<file path="config.mk">
export PLATFORM = sky130hd
export DESIGN_NAME = buzz_arbiter
export DESIGN_NICKNAME = d
export VERILOG_FILES = /design/src/rtl/buzz_arbiter.sv
export SDC_FILE = /design/constraint.sdc
export NUM_CORES = 1
export LEC_CHECK = 0
export CORE_ASPECT_RATIO = 0.8
export CORE_MARGIN = 3
export CORE_UTILIZATION = 36
export CTS_CLUSTER_DIAMETER = 120
export DETAILED_ROUTE_END_ITERATION = 16
export PLACE_DENSITY = 0.59
export SKIP_CTS_REPAIR_TIMING = 1
export SYNTH_ARGS = -nofsm -noshare
export SYNTH_HDL_FRONTEND = slang
export SYNTH_SLANG_ARGS = --single-unit
</file>
<file path="constraint.sdc">
create_clock -name clk -period 2.15 [get_ports clk]
set_input_delay 0.645 -clock clk [delete_from_list [all_inputs] [get_ports clk]]
set_output_delay 0.645 -clock clk [all_outputs]
set_load 0.03 [all_outputs]
</file>
<file path="src/rtl/buzz_arbiter.sv">
// Round arbiter: captures one buzz per round, judges it against the CPU target,
// locks out wrong answerers for the rest of the round and keeps saturating scores.
module buzz_arbiter #(
   parameter int SCORE_W        = 8,
   parameter int LOCKOUT_CYCLES = 25000000
) (
   input  logic                 clk,
   input  logic                 reset,
   input  logic                 playerInputFlag,
   input  logic [1:0]           firstPlayerFlag,
   input  logic [7:0]           switchInput,
   input  logic [7:0]           target,
   input  logic                 roundStart,
   input  logic                 scoreClear,
   output logic                 armed,
   output logic                 answerValid,
   output logic                 answerCorrect,
   output logic [1:0]           winner,
   output logic [7:0]           answer,
   output logic [3:0]           lockMask,
   output logic [4*SCORE_W-1:0] scores
);

   localparam int LOCK_LAST_I = (LOCKOUT_CYCLES > 1) ? LOCKOUT_CYCLES - 1 : 0;
   localparam int CNT_W       = (LOCK_LAST_I > 0) ? $clog2(LOCK_LAST_I + 1) : 1;
   localparam logic [CNT_W-1:0] LOCK_LAST = CNT_W'(LOCK_LAST_I);

   typedef enum logic [1:0] {S_IDLE, S_ARMED, S_CHECK, S_WAIT} state_t;

   state_t             state_q, state_d;
   logic               flag_q, flag_d, flag_q2;
   logic [1:0]         sel_q, sel_d;
   logic [7:0]         data_q, data_d;
   logic [CNT_W-1:0]   cnt_q, cnt_d;
   logic               won_q, won_d;
   logic               armed_q, armed_d;
   logic               answer_valid_q, answer_valid_d;
   logic               answer_correct_q, answer_correct_d;
   logic [1:0]         winner_q, winner_d;
   logic [7:0]         answer_q, answer_d;
   logic [3:0]         lock_mask_q, lock_mask_d;
   logic [SCORE_W-1:0] score_q [4];
   logic [SCORE_W-1:0] score_d [4];
   logic               rise;

   function automatic logic [SCORE_W-1:0] sat_inc(input logic [SCORE_W-1:0] v);
      return (v == {SCORE_W{1'b1}}) ? v : v + SCORE_W'(1);
   endfunction

   assign rise = flag_q & ~flag_q2;

   always_comb begin
      state_d          = state_q;
      flag_d           = playerInputFlag;
      sel_d            = firstPlayerFlag;
      data_d           = switchInput;
      cnt_d            = cnt_q;
      won_d            = won_q;
      answer_valid_d   = 1'b0;
      answer_correct_d = answer_correct_q;
      winner_d         = winner_q;
      answer_d         = answer_q;
      lock_mask_d      = lock_mask_q;
      score_d          = score_q;

      case (state_q)
         S_IDLE: begin
            if (roundStart) begin
               state_d          = S_ARMED;
               lock_mask_d      = 4'b0000;
               answer_correct_d = 1'b0;
               cnt_d            = '0;
            end
         end
         S_ARMED: begin
            if (roundStart) begin
               lock_mask_d      = 4'b0000;
               answer_correct_d = 1'b0;
               cnt_d            = '0;
            end else if (rise && !lock_mask_q[sel_q]) begin
               answer_d = data_q;
               winner_d = sel_q;
               state_d  = S_CHECK;
            end
         end
         S_CHECK: begin
            // roundStart is deliberately not looked at: the judgement always completes
            answer_valid_d   = 1'b1;
            answer_correct_d = (answer_q == target);
            state_d          = S_WAIT;
            cnt_d            = '0;
            if (answer_q == target) begin
               score_d[winner_q] = sat_inc(score_q[winner_q]);
               won_d             = 1'b1;
            end else begin
               lock_mask_d[winner_q] = 1'b1;
               won_d                 = 1'b0;
            end
         end
         S_WAIT: begin
            if (roundStart) begin
               state_d          = S_ARMED;
               lock_mask_d      = 4'b0000;
               answer_correct_d = 1'b0;
               cnt_d            = '0;
            end else begin
               if (cnt_q < LOCK_LAST) cnt_d = cnt_q + CNT_W'(1);
               if (!flag_q && (won_q || cnt_q >= LOCK_LAST)) begin
                  if (won_q || lock_mask_q == 4'b1111) begin
                     state_d     = S_IDLE;
                     lock_mask_d = 4'b0000;
                  end else begin
                     state_d = S_ARMED;
                  end
               end
            end
         end
         default: state_d = S_IDLE;
      endcase

      // A clear coinciding with a CHECK increment takes priority
      if (scoreClear) begin
         for (int i = 0; i < 4; i++) score_d[i] = '0;
      end

      armed_d = (state_d == S_ARMED);
   end

   always_ff @(posedge clk) begin
      if (reset) begin
         state_q          <= S_IDLE;
         flag_q           <= 1'b0;
         flag_q2          <= 1'b0;
         sel_q            <= 2'b00;
         data_q           <= 8'h00;
         cnt_q            <= '0;
         won_q            <= 1'b0;
         armed_q          <= 1'b0;
         answer_valid_q   <= 1'b0;
         answer_correct_q <= 1'b0;
         winner_q         <= 2'b00;
         answer_q         <= 8'h00;
         lock_mask_q      <= 4'b0000;
         score_q          <= '{default: '0};
      end else begin
         state_q          <= state_d;
         flag_q           <= flag_d;
         flag_q2          <= flag_q;
         sel_q            <= sel_d;
         data_q           <= data_d;
         cnt_q            <= cnt_d;
         won_q            <= won_d;
         armed_q          <= armed_d;
         answer_valid_q   <= answer_valid_d;
         answer_correct_q <= answer_correct_d;
         winner_q         <= winner_d;
         answer_q         <= answer_d;
         lock_mask_q      <= lock_mask_d;
         score_q          <= score_d;
      end
   end

   assign armed         = armed_q;
   assign answerValid   = answer_valid_q;
   assign answerCorrect = answer_correct_q;
   assign winner        = winner_q;
   assign answer        = answer_q;
   assign lockMask      = lock_mask_q;

   for (genvar g = 0; g < 4; g++) begin : g_scores
      assign scores[g*SCORE_W +: SCORE_W] = score_q[g];
   end

endmodule

</file>
==> impl_metrics.csv <==
group,metric,value,unit
run_status,outcome,"finished clean",
cts,h-tree-depth,3,
logic_synthesis,synthTopCellsByArea,"dfxtp_1 42%, a21oi_1 5.1%, mux4_2 4.8%",
pwr,leakagePower,2.166,nW
worst_setup_path,rr_startpoint,"cnt_q[20]",
flow_run,drv_cap,0,
floorplan,fp-row-count,34,
route,drt_wl_total,12040,µm
sta,setup_viol_count_final,0,
worst_setup_path,crit_family,"buffers and inverters",
cts,path_clk_slew,0.06,ns
worst_setup_path,arrival,1.46,ns
logic_synthesis,ys_seq_area_share,42.28,%
worst_setup_path,worstSetupPathType,"reg2out",
place,dp_hpwl,8965,µm
worst_setup_path,rrSetupSlack,0.08,ns
logic_synthesis,netlist.area_leader.share,42.28,%
worst_hold_path,hold_depth,2,
worst_setup_path,cp.required,1.50,ns
floorplan,core-area,0.01115,mm²
sta,fin_crit_sh,97.76,%
global_routing,grt_pass1_vias,3971,
cts,cts_tree,"done",
final_layout,syn_to_final_growth,42.40,%
route,via_count,4132,
logic_synthesis,ys_ff_latch,89,
worst_hold_path,whs_endpoint,"answer[4]",
sta,slew_viol_final,0,
worst_setup_path,path_cells,"clkdlybuf4s50_1",
worst_setup_path,critPathMaxStageDelay,0.72,ns
sta,max_freq,0.4758,GHz
global_routing,antenna_found_initial,0,
route,post_drt_wl_per_cell,15.82,µm
global_routing,grt_max_degree,23,
final_layout,num_antenna_cells,0,
floorplan,start_util,37.81,%
logic_synthesis,synth_area,0.004214,mm²
logic_synthesis,syn_inst,490,
route,ant_nets,0,
sta,finalClockSkew,0.009110,ns
logic_synthesis,yosys_warnings,0,
logic_synthesis,synth_cell_types,51,
sta,hold_viol,0,
floorplan,die_area,0.01305,mm²
worst_setup_path,worstPathMaxFanout,3,
cts,clock_latency,0.34,ns
worst_setup_path,r2r_cells,7,
final_layout,final_common_cell,"dfxtp_1",
pwr,pwr_density_cell,593.8,mW/mm²
cts,numCtsBuffers,9,
final_layout,layout_common_cells,"84 x dfxtp_1, 66 x clkdlybuf4s50_1, 60 x buf_4",
worst_hold_path,hold_path.class,"reg2reg",
pwr,vdd_drop_max,400.3,µV
final_layout,drive_gt1_share,20.91,%
route,drt_iter0_drc,364,
cts,cts-root-buf,"clkbuf_16",
place,portBuffers,71,
route,via_per_inst,5.430,
logic_synthesis,avgSynthCellArea,8.600,µm²
logic_synthesis,synth_edf_count,0,
cts,numClockSinks,89,
worst_setup_path,crit_start,"scores[1]",
sta,worstMarginPinSlew,0.5047,ns
final_layout,finalNetCount,637,
worst_setup_path,crit_buf_inv,1,
worst_setup_path,cpMaxStageDelayCell,"clkdlybuf4s50_1",
worst_setup_path,r2r-end,"cnt_q[24]",
sta,rsz0062_at_grt,"true",
cts,cts_max_path_buffers,2,
floorplan,io_pins,72,
route,dr.pass1.iters,5,
final_layout,utilization,53.84,%
logic_synthesis,synth_nets,515,
route,drc,0,
place,place.gp.congestion,0.8776,
logic_synthesis,ys.flop_type,"dfxtp_1",
worst_hold_path,worstHoldStart,"data_q[4]",
worst_setup_path,worstSetupEndpointType,"output pin",
worst_setup_path,critPathLaunchType,"flop",
logic_synthesis,synth_top_area_cell,"dfxtp_1",
floorplan,die_x,127.0,µm
global_routing,grt_pass1_wl,19560,µm
global_routing,grt_usage,18.72,%
logic_synthesis,async_flop_share,0,%
pwr,power,3.563,mW
global_routing,overflow,0,
sta,slew_headroom,66.13,%
sta,fin_crit,2.102,ns
floorplan,die_y,102.8,µm
## flip-flops by register name, indices dropped and copies added (netlist names), 2 cells and up
| register | flops |
|---|---|
| state_q | 2 |
| scores | 32 |
| cnt_q | 25 |
| winner | 2 |
| lockMask | 4 |
| sel_q | 2 |
| data_q | 8 |
| answer | 8 |
## synthesized netlist by cell type (3+ instances only)
master and n:
a211oi_1 3, a21oi_1 43, a31oi_1 5, a41oi_1 4
and2_1 6, and3_1 5, buf_2 3, buf_4 3
clkbuf_1 16, dfxtp_1 89, inv_1 5, mux2_2 3
mux2i_1 18, mux4_2 9, nand2_1 50, nand2b_1 7
nand3_1 24, nand3b_1 4, nand4_1 13, nor2_1 45
nor2b_1 13, nor3_1 11, nor4_1 3, o211ai_1 3
o21ai_0 38, or2_2 7, or3_1 16, or4_1 6
xor2_1 9
## logic make-up (layout without fill, tap and decap cells)
logic type | Yosys count | in the layout | synth area share (%)
XOR/XNOR | 9 | 9 | 1.871
buffers and inverters | 30 | 157 | 3.385
adder cells (fa/ha/maj) | 2 | 2 | 0.5937
multiplexers | 30 | 30 | 9.887
AO/OA/AOI/OAI | 111 | 111 | 15.20
AND/OR/NAND/NOR | 219 | 219 | 26.78
flip-flops | 89 | 89 | 42.28
## stage by stage
step                      setup slack (ns)  instance area [µm²]  setup TNS [ns]  cells  hold slack [ns]
after floorplan                   0.006380                 4277               0    490           0.4403
after global placement             -0.3475                 5515          -14.23    740           0.4448
after detailed placement           -0.4399                 5515          -17.83    740           0.4597
after CTS                          -0.1949                 5837          -1.390    756           0.4707
after global routing              -0.02450                 6001         -0.2033    761           0.5001
final                              0.04825                 6001               0    761           0.4648
## cell type report
cell class	count	area [µm²]
Sequential cell	89	1793
Timing Repair Buffer	136	1256
Clock buffer	11	242.7
Fill cell	1024	5145
Tap cell	144	180.2
Clock inverter	5	78.83
Multi-Input combinational cell	371	2431
Inverter	5	18.77
## report_power, final
part	switching (mW)	internal, mW
sequential	0.0143	1.67
clock	0.641	1.05
combinational	0.0939	0.100
## per-layer routing
layer / GRT usage (%) / wire [µm] / vias up
met5: 0 / 0 / -
met4: 5.194 / 150 / 0
met3: 4.920 / 722 / 17
met2: 28.74 / 5224 / 127
met1: 26.21 / 5945 / 1971
li1: - / - / 2017
## worst max path at each step
stage,cells past startpoint,to
2_1_floorplan,8,scores[1]
3_3_place_gp,8,scores[24]
3_5_place_dp,8,scores[28]
4_1_cts,2,winner[0]
5_1_grt,9,scores[17]
6_report,1,scores[1]
Note: power is estimated with default switching activity, not from simulation.
